==> src/rtl/mem_access_unit_if.sv <==
// mem_access_unit_if: request/response handshake between the MEM stage and the load/store unit
interface mem_access_unit_if;
    logic        req_valid;
    logic        req_ready;
    logic        req_we;
    logic [1:0]  req_size;
    logic        req_unsigned;
    logic [31:0] req_addr;
    logic [31:0] req_wdata;
    logic        resp_valid;
    logic        resp_ready;
    logic [31:0] resp_rdata;
    logic        resp_err;
    modport master (
        output req_valid, req_we, req_size, req_unsigned, req_addr, req_wdata, resp_ready,
        input  req_ready, resp_valid, resp_rdata, resp_err
    );
    modport slave (
        input  req_valid, req_we, req_size, req_unsigned, req_addr, req_wdata, resp_ready,
        output req_ready, resp_valid, resp_rdata, resp_err
    );
endinterface

==> src/rtl/mem_access_unit.sv <==
// mem_access_unit: load/store initiator with alignment check, lane steering and load extension
module mem_access_unit #(
    parameter int MEM_ADDR_BITS = 10
) (
    input  logic                     clk,
    input  logic                     clr,
    mem_access_unit_if.slave         bus,
    output logic [MEM_ADDR_BITS-1:0] mem_addr,
    output logic [31:0]              mem_data_in,
    output logic                     mem_str,
    output logic [3:0]               mem_sel,
    output logic                     mem_ld,
    input  logic [31:0]              mem_data_out
);
    typedef enum logic [1:0] {IDLE, ISSUE, CAPTURE, RESP} state_t;
    state_t                   state_q;
    logic                     we_q, uns_q, err_q, valid_q, str_q, ld_q;
    logic [1:0]               size_q, off_q;
    logic [3:0]               sel_q;
    logic [31:0]              din_q, rdata_q;
    logic [MEM_ADDR_BITS-1:0] addr_q;
    logic                     bad;
    logic [3:0]               sel_d;
    logic [31:0]              din_d, sh, ext;
    logic                     unused_addr;
    assign unused_addr = ^bus.req_addr[31:MEM_ADDR_BITS+2];
    assign bad = bus.req_size == 2'd3 || (bus.req_size == 2'd1 && bus.req_addr[0]) ||
                 (bus.req_size == 2'd2 && bus.req_addr[1:0] != 2'd0);
    assign sel_d = bus.req_size == 2'd0 ? 4'b0001 << bus.req_addr[1:0] :
                   bus.req_size == 2'd1 ? (bus.req_addr[1] ? 4'b1100 : 4'b0011) : 4'b1111;
    assign din_d = bus.req_size == 2'd0 ? {4{bus.req_wdata[7:0]}} :
                   bus.req_size == 2'd1 ? {2{bus.req_wdata[15:0]}} : bus.req_wdata;
    assign sh  = mem_data_out >> {off_q, 3'b000};
    assign ext = size_q == 2'd0 ? {{24{~uns_q & sh[7]}}, sh[7:0]} :
                 size_q == 2'd1 ? {{16{~uns_q & sh[15]}}, sh[15:0]} : sh;
    assign bus.req_ready  = state_q == IDLE && !clr;
    assign bus.resp_valid = valid_q;
    assign bus.resp_rdata = rdata_q;
    assign bus.resp_err   = err_q;
    assign mem_addr    = addr_q;
    assign mem_data_in = din_q;
    assign mem_str     = str_q;
    assign mem_sel     = sel_q;
    assign mem_ld      = ld_q;
    // Memory strobes are registered so the async clear drops them mid-ISSUE.
    always_ff @(posedge clk or posedge clr) begin
        if (clr) begin
            state_q <= IDLE;
            we_q    <= 1'b0;
            uns_q   <= 1'b0;
            err_q   <= 1'b0;
            valid_q <= 1'b0;
            str_q   <= 1'b0;
            ld_q    <= 1'b0;
            size_q  <= 2'd0;
            off_q   <= 2'd0;
            sel_q   <= 4'd0;
            din_q   <= 32'd0;
            rdata_q <= 32'd0;
            addr_q  <= '0;
        end else begin
            case (state_q)
                IDLE: if (bus.req_valid) begin
                    we_q    <= bus.req_we;
                    uns_q   <= bus.req_unsigned;
                    size_q  <= bus.req_size;
                    off_q   <= bus.req_addr[1:0];
                    err_q   <= bad;
                    rdata_q <= 32'd0;
                    valid_q <= bad;
                    state_q <= bad ? RESP : ISSUE;
                    if (!bad) begin
                        addr_q <= bus.req_addr[MEM_ADDR_BITS+1:2];
                        sel_q  <= sel_d;
                        str_q  <= bus.req_we;
                        ld_q   <= ~bus.req_we;
                        din_q  <= bus.req_we ? din_d : 32'd0;
                    end
                end
                ISSUE: begin
                    str_q   <= 1'b0;
                    ld_q    <= 1'b0;
                    sel_q   <= 4'd0;
                    din_q   <= 32'd0;
                    valid_q <= we_q;
                    state_q <= we_q ? RESP : CAPTURE;
                end
                CAPTURE: begin
                    rdata_q <= ext;
                    valid_q <= 1'b1;
                    state_q <= RESP;
                end
                RESP: if (bus.resp_ready) begin
                    valid_q <= 1'b0;
                    state_q <= IDLE;
                end
                default: state_q <= IDLE;
            endcase
        end
    end
endmodule
==> src/flat_wrapper.sv <==
// flat-port wrapper written by rule: the top's interface ports become plain ports
module mem_access_unit_flat 
#(
    parameter int MEM_ADDR_BITS = 10
)
  (clk, clr, mem_addr, mem_data_in, mem_str, mem_sel, mem_ld, mem_data_out, bus_req_valid, bus_req_we, bus_req_size, bus_req_unsigned, bus_req_addr, bus_req_wdata, bus_resp_ready, bus_req_ready, bus_resp_valid, bus_resp_rdata, bus_resp_err);
  mem_access_unit_if bus_i ();
  input  logic clk;
  input  logic clr;
  output logic [MEM_ADDR_BITS-1:0] mem_addr;
  output logic [31:0] mem_data_in;
  output logic mem_str;
  output logic [3:0] mem_sel;
  output logic mem_ld;
  input  logic [31:0] mem_data_out;
  input wire logic [$bits(bus_i.req_valid)-1:0] bus_req_valid;
  input wire logic [$bits(bus_i.req_we)-1:0] bus_req_we;
  input wire logic [$bits(bus_i.req_size)-1:0] bus_req_size;
  input wire logic [$bits(bus_i.req_unsigned)-1:0] bus_req_unsigned;
  input wire logic [$bits(bus_i.req_addr)-1:0] bus_req_addr;
  input wire logic [$bits(bus_i.req_wdata)-1:0] bus_req_wdata;
  input wire logic [$bits(bus_i.resp_ready)-1:0] bus_resp_ready;
  output wire logic [$bits(bus_i.req_ready)-1:0] bus_req_ready;
  output wire logic [$bits(bus_i.resp_valid)-1:0] bus_resp_valid;
  output wire logic [$bits(bus_i.resp_rdata)-1:0] bus_resp_rdata;
  output wire logic [$bits(bus_i.resp_err)-1:0] bus_resp_err;
  assign bus_i.req_valid = bus_req_valid;
  assign bus_i.req_we = bus_req_we;
  assign bus_i.req_size = bus_req_size;
  assign bus_i.req_unsigned = bus_req_unsigned;
  assign bus_i.req_addr = bus_req_addr;
  assign bus_i.req_wdata = bus_req_wdata;
  assign bus_i.resp_ready = bus_resp_ready;
  assign bus_req_ready = bus_i.req_ready;
  assign bus_resp_valid = bus_i.resp_valid;
  assign bus_resp_rdata = bus_i.resp_rdata;
  assign bus_resp_err = bus_i.resp_err;
  mem_access_unit #(.MEM_ADDR_BITS(MEM_ADDR_BITS)) u_core (.clk(clk), .clr(clr), .bus(bus_i), .mem_addr(mem_addr), .mem_data_in(mem_data_in), .mem_str(mem_str), .mem_sel(mem_sel), .mem_ld(mem_ld), .mem_data_out(mem_data_out));
endmodule
==> config.mk <==
export PLATFORM = sky130hd
export DESIGN_NAME = mem_access_unit_flat
export DESIGN_NICKNAME = d
export VERILOG_FILES = /design/src/rtl/mem_access_unit_if.sv /design/src/rtl/mem_access_unit.sv /design/src/flat_wrapper.sv
export SDC_FILE = /design/constraint.sdc
export NUM_CORES = 1
export LEC_CHECK = 0
export CORE_ASPECT_RATIO = 0.6
export CORE_UTILIZATION = 43
export DETAILED_ROUTE_END_ITERATION = 8
export PLACE_DENSITY = 0.9
export SYNTH_ARGS = -nofsm -noshare
export SYNTH_HDL_FRONTEND = slang
export SYNTH_SLANG_ARGS = --single-unit
==> constraint.sdc <==
create_clock -name clk -period 3.6 [get_ports clk]
set_input_delay 0.72 -clock clk [delete_from_list [all_inputs] [get_ports clk]]
set_output_delay 0.72 -clock clk [all_outputs]
set_load 0.02 [all_outputs]
* Yosys cells after proc, flatten, opt, wreduce, memory -nomap -nowiden *
Index checks and enable logic that the tools add are counted.

storage, ports and cells
  flip-flop bits (word level) = 90
  logic and storage cells = 77

operators by class
  equal/unequal tests = 10
  shift operators = 2
  muxes and demuxes = 30
  bitwise gates (word level) = 5
  reduce and logical (&&, ||, !) cells = 17

operators by type and width
  operator             count
  $mux 32              8
  $pmux 32 s2          2
  $shr 32x5->32        1
  $mux 4               5
  $eq 2x2->1 const B   4
  $pmux 2 s4           1
  $pmux 4 s2           1
  $mux 1               7
  $eq 2x1->1 const B   3
  $logic_not 2->1      3
  $mux 2               3
  $ne 2x2->1 const B   3
  $reduce_and 2->1     3
  $reduce_and 3->1     2
  $reduce_bool 2->1    3
  $pmux 1 s2           2
  $pmux 1 s4           1
  $shl 1x2->4 const A  1
  $logic_and 1x1->1    3
  $not 1->1            3
  $and 1x1->1          2
  $logic_or 1x1->1     2
  $logic_not 1->1      1

* Logic depth before layout (Yosys ltp) *
  depth in word-level cells = 7
  mapped depth = 9
  depth with buffers taken out = 6

* Least setup slack after synthesis *
No wires, ideal clock.

  path kind = input-to-reg
  start = input port mem_data_out[31]
  end = register u_core.rdata_q[24] (netlist: u_core.bus.resp_rdata[24])
  setup time = 0.127 ns
  arrival = 1.857 ns
  setup slack = 1.617 ns
  stages = 5
  buffers on the path = 1
  cell sequence = mux4_2 > nor2_2 > a2111oi_4 > buf_6 > a221o_2

on the way
  longest elaborated chain between the ends = 5

RTL lines
  element                 RTL line               source
  start: declaration      flat_wrapper.sv:15     input logic [31:0] mem_data_out;
  $shr 32x5->32 (*)       mem_access_unit.sv:33  assign sh = mem_data_out >> {off_q, 3'b000};
  $and 1x1->1             mem_access_unit.sv:35  size_q == 2'd1 ? {{16{~uns_q & sh[15]}}, sh[15:0]} : sh;
  $mux 32                 mem_access_unit.sv:35
  $mux 32 (*)             mem_access_unit.sv:34  assign ext = size_q == 2'd0 ? {{24{~uns_q & sh[7]}}, sh[7:0]} :
  $pmux 32 s2 (*)         mem_access_unit.sv:62  case (state_q)
  end signal: assignment  mem_access_unit.sv:89  rdata_q <= ext;
  end: declaration        mem_access_unit.sv:20  logic [31:0] din_q, rdata_q;

Mark *: on every way between the ends. The rest lies on a longest branch, timed or not.
A chain may end at the register's enable or synchronous reset.

* Final worst setup path *
  start = register u_core.state_q[0]
  end = output port bus_req_ready

on the way
  longest elaborated chain between the ends = 2

RTL lines
  element                   RTL line               source
  start: declaration        mem_access_unit.sv:16  state_t state_q;
  start signal: assignment  mem_access_unit.sv:71  state_q <= bad ? RESP : ISSUE;
  start signal: assignment  mem_access_unit.sv:86  state_q <= we_q ? RESP : CAPTURE;
  $logic_not 2->1           mem_access_unit.sv:36  assign bus.req_ready = state_q == IDLE && !clr;
  $logic_and 1x1->1         mem_access_unit.sv:36
  end: declaration          flat_wrapper.sv:23     output wire logic [$bits(bus_i.req_ready)-1:0] bus_req_ready;

Every way passes these cells.

==> flow_summary.yaml <==
drt:
  drc_errors: 0
  wl_met1_um: 5890
  antenna_left: 0
  wl_um: 12900
  viasPerCell: 5.56
  vias: 3815
  top_layer: "met4"
  initialDrtViolationCount: 250
  wl_met2_um: 6020
  wire_per_inst_um: 18.9
  wl_met3_um: 883
  firstDrtPassIters: 5
placement:
  dp_cells: 670
  port_buffers: 166
  post-place-ws_ns: 0.532
  hpwl_um: 9760
  gp_congestion: 0.869
synthesis:
  synth_cell_type_count: 38
  synth-seq-area-share_pct: 51.9
  syn_inst: 394
  ys_warn_count: 0
  netlist_top_cells_area: "dfrtp_1 52%, mux2i_1 9.2%, mux2_2 6.0%"
  ys_ff_latch: 90
  avgSynthCellArea_um2: 11.0
  synth_top_area_share_pct: 51.9
  synth.largest_area_cell: "dfrtp_1"
  synthesis.nets: 503
  synth_top_flop_cell: "dfrtp_1"
  synth_enable_flop_cells: 0
  netlist_area_um2: 4340
  synthArstFlopShare_pct: 100
floorplanning:
  ios: 187
  num_rows: 27
  die_area_um2: 10500
  die_width_um: 132
  chipHeight_um: 79.8
  core_region_area_um2: 9490
  initial_core_util_pct: 45.7
power:
  swShare_pct: 38.8
  clkPwrFrac_pct: 18.0
  power_switching_uw: 2040
  powerDensity_nw_per_um2: 821
  intPower_uw: 3230
  seqPwrFrac_pct: 32.1
  comb_power_share_pct: 49.9
  ir_worst_vdd_mv: 0.419
  p_leak_uw: 0.00277
finish:
  nets: 660
  seq_area_um2: 2250
  multi_input_area_um2: 1940
  drive_above_1_share_pct: 11.9
  areaGrowthSynthToFinish_pct: 47.9
  stdcell_count: 686
  fillCellCount: 727
  antennaDiodeCount: 0
sta:
  timing.final.ws_setup_ns: 0.787
  fmax_ghz: 0.355
  tightest_slew_ns: 0.999
  relSlewSlack_pct: 33.1
  rsz0062_at_grt: "no"
  period_minus_slack_ns: 2.81
  hold_viol_final: 0
  drv_slew: 0
  setup_viol: 0
  post-route-period-util_pct: 78.1
  finClkSkew_ns: 0.00612
  tns_ns: 0
clock_network:
  ctsHtreeMaxLevel: 3
  cts_buffers: 9
  clk_pin_slew_ns: 0.06
  cts_setup_buffers: 0
  clk_path_buf_depth: 2
  hold_buffers: 0
  cts_tree: "built"
  insertion_delay_ns: 0.33
  post_cts_resize_count: 0
  cts_num_sinks: 90
  root_buffer: "clkbuf_16"
grt:
  overflow: 0
  grt_pass1_vias: 3857
  grt_use_total_pct: 25.2
  grt_start_max_net_pins: 43
  antenna_found_initial: 0
  grt_pass1_wl_um: 20200
worst_setup_path:
  cpPeakStageDelay_ns: 0.61
  start_kind: "flop"
  slowest_stage: "clkdlybuf4s50_1"
  crit_path_end_kind: "output port"
  cp.depth: 4
  critPathKind: "reg -> out"
  rr_worst_depth: 6
  path_cells: "inv_1 -> ha_1 -> nor2b_1 -> clkdlybuf4s50_1"
  required_ns: 2.88
  cp.buffers_inverters: 2
  worstPathArrival_ns: 2.09
  crit_fanout: 10
  critical-path-top-delay-family: "buffers and inverters"
run:
  drv_cap: 0
outcome:
  outcome: "finished, final reports clean"
hold_path:
  holdCritPathClass: "reg -> reg"
  holdPathStages: 2
-- sequential cells by signal, summed over array words and instances, names as in the netlist, 2 cells and up --
name,cells
u_core.bus.resp_rdata,32
u_core.mem_addr,10
u_core.mem_data_in,32
u_core.mem_sel,4
u_core.off_q,2
u_core.size_q,2
u_core.state_q,2
-- final timing paths --
kind,start,end,slack (ns)
max,u_core.state_q[0],bus_req_ready,0.79
min,u_core.mem_data_in[21],u_core.mem_data_in[21],0.48
max reg2reg,u_core.state_q[0],u_core.mem_data_in[22],0.96
min reg2reg,u_core.mem_data_in[21],u_core.mem_data_in[21],0.48
max in group asynchronous,clr,u_core.bus.resp_rdata[5],2.10
min in group asynchronous,clr,u_core.mem_ld,0.84
-- layer usage --
layer  up-vias  track usage [%]
met3        16             6.29
met1      1906             34.5
li1       1742                -
met4         0             6.40
met5         -                0
met2       151             40.4
-- kinds of logic (layout without fill, tap and decap cells) --
family / count (synthesis) / in the layout / share of synthesized area, %
flops: 90 / 90 / 51.9
simple gates: 83 / 83 / 8.45
fa+ha+maj: 5 / 5 / 1.44
mux: 64 / 64 / 15.7
buf+inv: 34 / 196 / 3.52
compound gates: 118 / 118 / 18.9
-- cell usage after synthesis, types with 4 or more instances --
cell	count
dfrtp_1	90
nand2_1	44
o21ai_0	42
mux2i_1	40
a21oi_1	28
mux2_2	23
nor2_1	23
a22o_1	17
clkbuf_1	15
a221o_2	10
a221o_1	6
inv_1	6
buf_1	5
buf_2	5
ha_1	5
nand2b_1	5
o31ai_1	4
-- cells in the final DEF (no fill, tap or decap), drive strengths merged, types with 2 or more instances in the layout --
master	count
nor2b	2
buf	8
a21oi	28
o21ai	42
mux2	23
a21o	2
clkinvlp	2
a2bb2oi	2
nand2	44
mux2i	40
nor2	24
ha	5
nor3b	2
nand2b	5
clkdlybuf4s50	166
inv	5
clkinv	2
a221o	16
a22o	17
o31ai	4
dfrtp	90
clkbuf	12
-- layout make-up --
cell class              instances  area share, %
clock inverters                 4          0.780
flip-flops and latches         90           35.1
repair buffers                174           27.0
multi-input cells             270           30.2
well taps                     130           2.54
clock buffers                  12           4.00
inverters                       6          0.371
-- power groups by stage --
stage / Combinational, uW / Clock [uW] / Sequential [uW]
after floorplan: 1190 / 0 / 2020
after global placement: 2540 / 0 / 1680
after detailed placement: 2620 / 0 / 1700
after CTS: 2630 / 969 / 1690
after global routing: 2800 / 1000 / 1740
final: 2630 / 948 / 1690
-- per-stage QoR --
stage	total power [uW]	area [um^2]	hold WS, ns	util [%]
final	5270	6410	0.479	67.6
after CTS	5290	6410	0.484	67.6
after detailed placement	4320	6110	0.470	64.3
after global placement	4220	6110	0.463	64.3
after global routing	5540	6410	0.508	67.6
after floorplan	3210	4340	0.480	-
-- worst reg2reg max path, cell delays in order, from the launching register on --
cell and delay [ns]:
dfrtp_1 0.42, inv_1 0.13, ha_1 0.41, nand2_1 0.35
nor3b_1 0.32, nand2_1 0.50, o21ai_0 0.41
Power figures use the tool's default switching activity.
